**src/rtl/uart_rx_core_if.sv**
```systemverilog
// Bundle of the serial receiver's line input and its byte/status outputs.
// The core takes the master modport. A consumer or test driver takes the slave modport.
interface uart_rx_core_if;
  logic       rx;
  logic [7:0] rx_data;
  logic       rx_ready;
  logic       frame_error;
  logic       busy;

  modport master (
    input  rx,
    output rx_data,
    output rx_ready,
    output frame_error,
    output busy
  );

  modport slave (
    output rx,
    input  rx_data,
    input  rx_ready,
    input  frame_error,
    input  busy
  );
endinterface

```
**src/rtl/uart_rx_core.sv**
```systemverilog
// 8N1 UART receiver with 16x oversampling and mid-bit sampling.
// Emits a one-cycle pulse per frame: rx_ready for a good stop bit, frame_error for a bad one.
module uart_rx_core #(
  parameter int CLK_FREQ  = 100_000_000,
  parameter int BAUD_RATE = 115200
) (
  input  logic           clk,
  input  logic           reset,
  uart_rx_core_if.master bus
);

  localparam int DIV_RAW = CLK_FREQ / (BAUD_RATE * 16);
  localparam int DIV     = (DIV_RAW < 1) ? 1 : DIV_RAW;
  localparam int DIV_W   = (DIV > 1) ? $clog2(DIV) : 1;

  typedef enum logic [1:0] {
    ST_IDLE  = 2'd0,
    ST_START = 2'd1,
    ST_DATA  = 2'd2,
    ST_STOP  = 2'd3
  } state_t;

  state_t r_state;
  state_t w_state_next;

  logic             r_rx_meta;
  logic             r_rx_sync;
  logic             r_rx_prev;
  logic [DIV_W-1:0] r_div_cnt;
  logic [3:0]       r_tick_cnt;
  logic [2:0]       r_bit_cnt;
  logic [7:0]       r_shift;
  logic [7:0]       r_rx_data;
  logic             r_rx_ready;
  logic             r_frame_error;

  logic w_tick;
  logic w_fall;
  logic w_mid_tick;
  logic w_last_tick;
  logic w_busy;
  logic w_cnt_clr;
  logic w_bit_sample;
  logic w_stop_ok;
  logic w_stop_bad;

  // Two synchronizer flops, then one more flop for falling-edge detection.
  // All three reset to 1 because the idle line is high.
  always_ff @(posedge clk) begin
    if (reset) begin
      r_rx_meta <= 1'b1;
      r_rx_sync <= 1'b1;
      r_rx_prev <= 1'b1;
    end else begin
      r_rx_meta <= bus.rx;
      r_rx_sync <= r_rx_meta;
      r_rx_prev <= r_rx_sync;
    end
  end

  assign w_fall      = r_rx_prev & ~r_rx_sync;
  assign w_tick      = (r_div_cnt == DIV_W'(DIV - 1));
  assign w_mid_tick  = w_tick && (r_tick_cnt == 4'd7);
  assign w_last_tick = w_tick && (r_tick_cnt == 4'd15);

  // Oversampling divider. It is held at zero while idle.
  // Because of that, the first tick after a start edge is phase-aligned to the edge.
  always_ff @(posedge clk) begin
    if (reset || w_cnt_clr) begin
      r_div_cnt <= '0;
    end else if (w_tick) begin
      r_div_cnt <= '0;
    end else begin
      r_div_cnt <= r_div_cnt + DIV_W'(1);
    end
  end

  always_ff @(posedge clk) begin
    if (reset || w_cnt_clr) begin
      r_tick_cnt <= 4'd0;
    end else if (w_tick) begin
      r_tick_cnt <= r_tick_cnt + 4'd1;
    end
  end

  // FSM: state register.
  always_ff @(posedge clk) begin
    if (reset) begin
      r_state <= ST_IDLE;
    end else begin
      r_state <= w_state_next;
    end
  end

  // FSM: next-state logic.
  always_comb begin
    w_state_next = r_state;
    case (r_state)
      ST_IDLE: begin
        if (w_fall) begin
          w_state_next = ST_START;
        end
      end
      ST_START: begin
        if (w_mid_tick) begin
          w_state_next = r_rx_sync ? ST_IDLE : ST_DATA;
        end
      end
      ST_DATA: begin
        if (w_last_tick && (r_bit_cnt == 3'd7)) begin
          w_state_next = ST_STOP;
        end
      end
      ST_STOP: begin
        if (w_last_tick) begin
          w_state_next = ST_IDLE;
        end
      end
      default: w_state_next = ST_IDLE;
    endcase
  end

  // FSM: output/strobe logic.
  always_comb begin
    w_busy       = 1'b1;
    w_cnt_clr    = 1'b0;
    w_bit_sample = 1'b0;
    w_stop_ok    = 1'b0;
    w_stop_bad   = 1'b0;
    case (r_state)
      ST_IDLE: begin
        w_busy    = 1'b0;
        w_cnt_clr = 1'b1;
      end
      ST_START: begin
        w_cnt_clr = w_mid_tick && !r_rx_sync;
      end
      ST_DATA: begin
        w_bit_sample = w_last_tick;
      end
      ST_STOP: begin
        w_stop_ok  = w_last_tick && r_rx_sync;
        w_stop_bad = w_last_tick && !r_rx_sync;
      end
      default: begin
        w_busy = 1'b0;
      end
    endcase
  end

  // Shift right so the first-received bit lands in bit 0.
  // The 3-bit bit counter wraps back to 0 after the eighth data bit.
  always_ff @(posedge clk) begin
    if (reset) begin
      r_shift   <= 8'h00;
      r_bit_cnt <= 3'd0;
    end else if (w_bit_sample) begin
      r_shift   <= {r_rx_sync, r_shift[7:1]};
      r_bit_cnt <= r_bit_cnt + 3'd1;
    end
  end

  always_ff @(posedge clk) begin
    if (reset) begin
      r_rx_data     <= 8'h00;
      r_rx_ready    <= 1'b0;
      r_frame_error <= 1'b0;
    end else begin
      r_rx_ready    <= w_stop_ok;
      r_frame_error <= w_stop_bad;
      if (w_stop_ok) begin
        r_rx_data <= r_shift;
      end
    end
  end

  assign bus.rx_data     = r_rx_data;
  assign bus.rx_ready    = r_rx_ready;
  assign bus.frame_error = r_frame_error;
  assign bus.busy        = w_busy;

endmodule

```
**src/flat_wrapper.sv**
```systemverilog
// flat-port wrapper written by rule: the top's interface ports become plain ports
module uart_rx_core_flat 
#(
  parameter int CLK_FREQ  = 100_000_000,
  parameter int BAUD_RATE = 115200
)
  (clk, reset, bus_rx, bus_rx_data, bus_rx_ready, bus_frame_error, bus_busy);
  uart_rx_core_if bus_i ();
  input  logic clk;
  input  logic reset;
  input wire logic [$bits(bus_i.rx)-1:0] bus_rx;
  output wire logic [$bits(bus_i.rx_data)-1:0] bus_rx_data;
  output wire logic [$bits(bus_i.rx_ready)-1:0] bus_rx_ready;
  output wire logic [$bits(bus_i.frame_error)-1:0] bus_frame_error;
  output wire logic [$bits(bus_i.busy)-1:0] bus_busy;
  assign bus_i.rx = bus_rx;
  assign bus_rx_data = bus_i.rx_data;
  assign bus_rx_ready = bus_i.rx_ready;
  assign bus_frame_error = bus_i.frame_error;
  assign bus_busy = bus_i.busy;
  uart_rx_core #(.CLK_FREQ(CLK_FREQ), .BAUD_RATE(BAUD_RATE)) u_core (.clk(clk), .reset(reset), .bus(bus_i));
endmodule
```
**config.mk**
```make
export PLATFORM = sky130hd
export DESIGN_NAME = uart_rx_core_flat
export DESIGN_NICKNAME = d
export VERILOG_FILES = /design/src/rtl/uart_rx_core_if.sv /design/src/rtl/uart_rx_core.sv /design/src/flat_wrapper.sv
export SDC_FILE = /design/constraint.sdc
export NUM_CORES = 1
export LEC_CHECK = 0
export BUFFER_PORTS_ARGS = -buffer_cell sky130_fd_sc_hd__buf_2
export CELL_PAD_IN_SITES_DETAIL_PLACEMENT = 2
export CELL_PAD_IN_SITES_GLOBAL_PLACEMENT = 2
export CORE_MARGIN = 3
export CORE_UTILIZATION = 35
export CTS_CLUSTER_SIZE = 8
export DETAILED_ROUTE_END_ITERATION = 10
export HOLD_SLACK_MARGIN = 0.1
export PLACE_DENSITY_LB_ADDON = 0.1
export REMOVE_ABC_BUFFERS = 1
export SETUP_SLACK_MARGIN = 0.05
export SYNTH_ARGS = -nofsm -noshare
export SYNTH_HDL_FRONTEND = slang
export SYNTH_SLANG_ARGS = --single-unit
export TNS_END_PERCENT = 50
```
**constraint.sdc**
```tcl
create_clock -name clk -period 1.85 [get_ports clk]
set_input_delay 0.0925 -clock clk [delete_from_list [all_inputs] [get_ports clk]]
set_output_delay 0.0925 -clock clk [all_outputs]
set_load 0.02 [all_outputs]
```
# Word level (Yosys, flattened, before mapping)
# Cells that the tools add are included.
# totals
register_bits	36
in_bits	3
output_inout_bits	11
wordCells	50
# classes
n_addsub	3
eq_ne	11
mux	10
bitwise	3
reduce_logical	12
# op_table
op	count
2-to-1 mux 2 bit	5
!= test 2 x 1 -> 1 bit (second input constant)	4
case mux 2 bit (4 select lines)	1
adder 6 x 1 -> 6 bit (second input constant)	1
equality test 6 bit (second input constant)	1
logical AND 1 bit	6
adder 4 x 1 -> 4 bit (second input constant)	1
equality test 2 bit (second input constant)	2
equality test 4 x 3 -> 1 bit (second input constant)	1
equality test 4 bit (second input constant)	1
AND reduction 4 bit	1
OR reduction 2 bit	2
adder 3 x 1 -> 3 bit (second input constant)	1
equality test 3 bit (second input constant)	1
2-to-1 mux 1 bit	3
equality test 2 x 1 -> 1 bit (second input constant)	1
zero test 2 bit	1
inverter 1 bit	2
case mux 1 bit (2 select lines)	1
AND 1 bit	1
zero test 1 bit	1
logical OR 1 bit	1

# Longest topological paths before layout
# depth
ltp_word	6
mapped_depth	7
ltp_nobuf	6

# Least setup slack after synthesis
# No wires, ideal clock.
# synth_timing
path_kind	reg-to-reg
start	register u_core.r_tick_cnt[0]
end	register u_core.r_bit_cnt[1]
setup_time_ns	0.128
t_arrival_ns	1.436
required_ns	1.722
slack_ns	0.287
path_stages_with_launch	7
path_buffers	1
synth_period_minus_slack_ns	1.563
path_cell_list	dfxtp_1 > ha_1 > nand4b_4 > nor4b_4 > buf_6 > mux2i_1 > nor2_1
# synth_via
elab_chain_len	3
# synth_lines
element	line	text
from (decl)	uart_rx_core.sv:30	logic [3:0] r_tick_cnt;
from (signal assigned)	uart_rx_core.sv:82	r_tick_cnt <= r_tick_cnt + 4'd1;
equality test 4 bit	uart_rx_core.sv:64	assign w_last_tick = w_tick && (r_tick_cnt == 4'd15);
logical AND 1 bit	uart_rx_core.sv:64	
2-to-1 mux 1 bit	uart_rx_core.sv:130	case (r_state)
to (signal assigned)	uart_rx_core.sv:159	r_bit_cnt <= r_bit_cnt + 3'd1;
to (decl)	uart_rx_core.sv:31	logic [2:0] r_bit_cnt;
# No other way between the ends.
# A chain may end at the register's enable or synchronous reset.

# Worst setup path in the final report
# layout_timing
start	register u_core.r_tick_cnt[0]
end	register u_core.r_shift[6]
# layout_via
elab_chain_len	3
# layout_lines
element	line	text
equality test 4 bit	uart_rx_core.sv:64	
logical AND 1 bit	uart_rx_core.sv:64	
2-to-1 mux 1 bit	uart_rx_core.sv:130	
to (signal assigned)	uart_rx_core.sv:158	r_shift <= {r_rx_sync, r_shift[7:1]};
to (decl)	uart_rx_core.sv:32	logic [7:0] r_shift;
# No other way between the ends.

==> impl_results.md <==
* WS Path Type: flip-flop to flip-flop
* Post-route cell area at roughly 0.0018 mm2
* Clk pin slew, worst setup/hold paths at 70 ps
* Post-CTS setup buffers at 0
* Total gr overflow at 0
* Final period utilization at 92.5%
* Vias/cell at 5.06
* Slew Limit Fails at 0
* Largest cells by area after synthesis: dfxtp_1 48%, mux2i_1 13%, nor2_1 9.0%
* Gr usage total at 14.1%
* Max FO, Critical Path at 11
* Min Clock Period, post-route at between 1500 and 2000 ps
* Area added between synthesis and finish at 17.8%
* Critical Path, Cell by Cell: ha_2 -> nand4b_4 -> nor4b_4 -> buf_12 -> mux2i_1 -> nor2_1
* Register area share after synthesis at 48.1%
* Drt total wl at 3.34 mm
* Routability cong. at roughly 0.7
* CP bufs+invs at 1
* Die area at approximately 0.0051 mm2
* Core area at about 0.004 mm2
* Synth Flop Type: dfxtp_1
* Final setup fails at 0
* WL per Instance at 15.3 um
* Starting Density at 36.9%
* Worst slew pin tran at 535 ps
* Proportion of layout cells with a drive suffix above 1 at 20.2%
* Global-route wire length before repair at 5.63 mm
* Num ports at 14
* Die height at 71.4 um
* Root Buffer Master: clkbuf_8
* Drt initial violations at 17
* Clock Path Buffers at 2
* CTS tree: yes
* Post-synth EDFFs at 0
* Post-route ant nets at 0
* Yosys warns at 0
* Post-DP HPWL at around 2.5 mm
* IO Port Bufs at 13
* Diode count at 0
* Vias in the first global route at approximately 1.1k
* Num CTS Buffers at 5
* Nets at approximately 180
* Cell area power density at 843 mW/mm2
* FMAX at 585 MHz
* Flops & latches, synth at 36
* Post-Syn Instances at roughly 150
* Final Hold Vio Count at 0
* Fin Clk Skew at 7.01 ps
* LEAKAGE at 0.784 nW
* Hold_ws at 185 ps
* Placed Area at 0.00164 mm2
* Via count at 1,104
* CP Launch Type: flip-flop
* Peak supply drop at 0.451 mV
* Largest net degree at the start of global routing at 17
* Min-Delay Path Class: input pin to flip-flop
* TNS Setup at 0 ps
* Status: finished clean
* # DRC at 0
* Share of the synthesized area in the top cell type at 48.1%
* Multi-input logic area at roughly 730 um2
* Max_slew headroom at 63.9%
* Worst EP required at between 2000 and 2500 ps
* Unrepaired setup endpoints after global routing: true
* Initial antenna violation count at 0
* 1st-pass router iterations at 4
* Cell taking the most area after synthesis: dfxtp_1
* Clk_lat worst skew at 280 ps
* Mapped Area at 0.00150 mm2
* CTS sink count at 36
* Largest stage delay on the critical path at around 380 ps
* Fillers at between 400 and 500
* Unique masters post-synth at 34
* Slowest-stage cell, CP: dfxtp_1
* Post-synthesis async set-or-reset flop share at 0%
* Die Width at 71.4 um
* Row Count at 23
* Max-cap violations at 0
* Nature of the critical path endpoint: flip-flop
* CP Data Arrival Time at 1880 ps
* Most frequent cells in the layout: 36 x nor2_1, 36 x dfxtp_1, 19 x mux2i_1
* Synth Area per Inst at 10.3 um2
* Storage element area at 721 um2
* H-tree depth at 2
* Critical path's top delay family: simple AND/OR/NAND/NOR gates
worst reg2reg max path, stage by stage (launching register included):
cell and delay [ps]:
dfxtp_1 380, ha_2 240, nand4b_4 150, nor4b_4 340
buf_12 190, mux2i_1 230, nor2_1 60
layer usage:
metal | track usage, % | share of wire, %
met3 | 3.79 | 2.8
met4 | 3.76 | 0.57
met2 | 24.1 | 48
met5 | 0 | 0
met1 | 17.5 | 49
synth_stat cells, drive strengths merged (2+ instances only):
cell type  count
dfxtp         36
nor2          36
mux2i         19
ha             5
nand3          5
xnor2          5
inv            4
buf            3
nand2          3
xor2           3
and3           2
clkbuf         2
nand4          2
nand4b         2
nor4b          2
o211ai         2
o21ai          2
or2            2
final timing paths:
check,from,endpoint,slack [ps],depth (start not counted)
max,u_core.r_tick_cnt[0],u_core.r_shift[6],140,6
min,reset,u_core.bus.rx_data[2],190,2
max reg2reg,u_core.r_tick_cnt[0],u_core.r_shift[6],140,6
min reg2reg,u_core.r_rx_meta,u_core.r_rx_sync,420,1
registers in the layout (all words and copies together), names as in the netlist, named ones only:
signal	cells
u_core.bus.rx_data	8
u_core.r_shift	8
u_core.r_div_cnt	6
u_core.r_tick_cnt	4
u_core.r_bit_cnt	3
u_core.bus.frame_error	1
u_core.bus.rx_ready	1
u_core.r_rx_meta	1
u_core.r_rx_prev	1
u_core.r_rx_sync	1
u_core.r_state	1
layout make-up:
class,count,area share (%)
multi-input cells,100,41.1
clock buffers,6,4.11
clock inverters,2,1.99
inverters,4,0.851
flip-flops and latches,36,40.9
repair buffers,20,7.52
well taps,50,3.55
metrics by stage:
| stage | utilization [%] | worst slack, ps | instances | power [W] |
|---|---|---|---|---|
| after CTS | 43.2 | 67.9 | 218 | 0.00152 |
| after global placement | 40.3 | 232 | 209 | 0.000834 |
| after detailed placement | 40.3 | 109 | 209 | 0.000837 |
| final | 43.5 | 139 | 218 | 0.00149 |
| after global routing | 43.5 | 44.4 | 218 | 0.00155 |
| after floorplan | - | 45.2 | 140 | 0.000815 |
timing repair:
| action | 4_1_cts | 5_1_grt |
|---|---|---|
| setup endpoints to repair | 0 | 10 |
| resized for setup | 0 | 2 |
| hold buffers | 1 | 0 |
| hold endpoints to repair | 1 | 0 |
where the power goes:
part	total (W)	switching, W	leakage (nW)	internal (W)
registers	0.000783	0.00000393	0.291	0.000779
logic	0.0000364	0.0000239	0.438	0.0000125
clock network	0.000667	0.000268	0.0552	0.000400
kinds of logic after synthesis:
logic type               after synthesis  synth area share, %
buffers and inverters                 10                 4.18
AO/OA/AOI/OAI                          8                 4.09
adder cells (fa/ha/maj)                5                 4.18
multiplexers                          19                 12.7
XOR/XNOR                               8                 4.68
AND/OR/NAND/NOR                       60                 22.1
flip-flops                            36                 48.1
No activity file was read; power rests on OpenSTA's default activity.
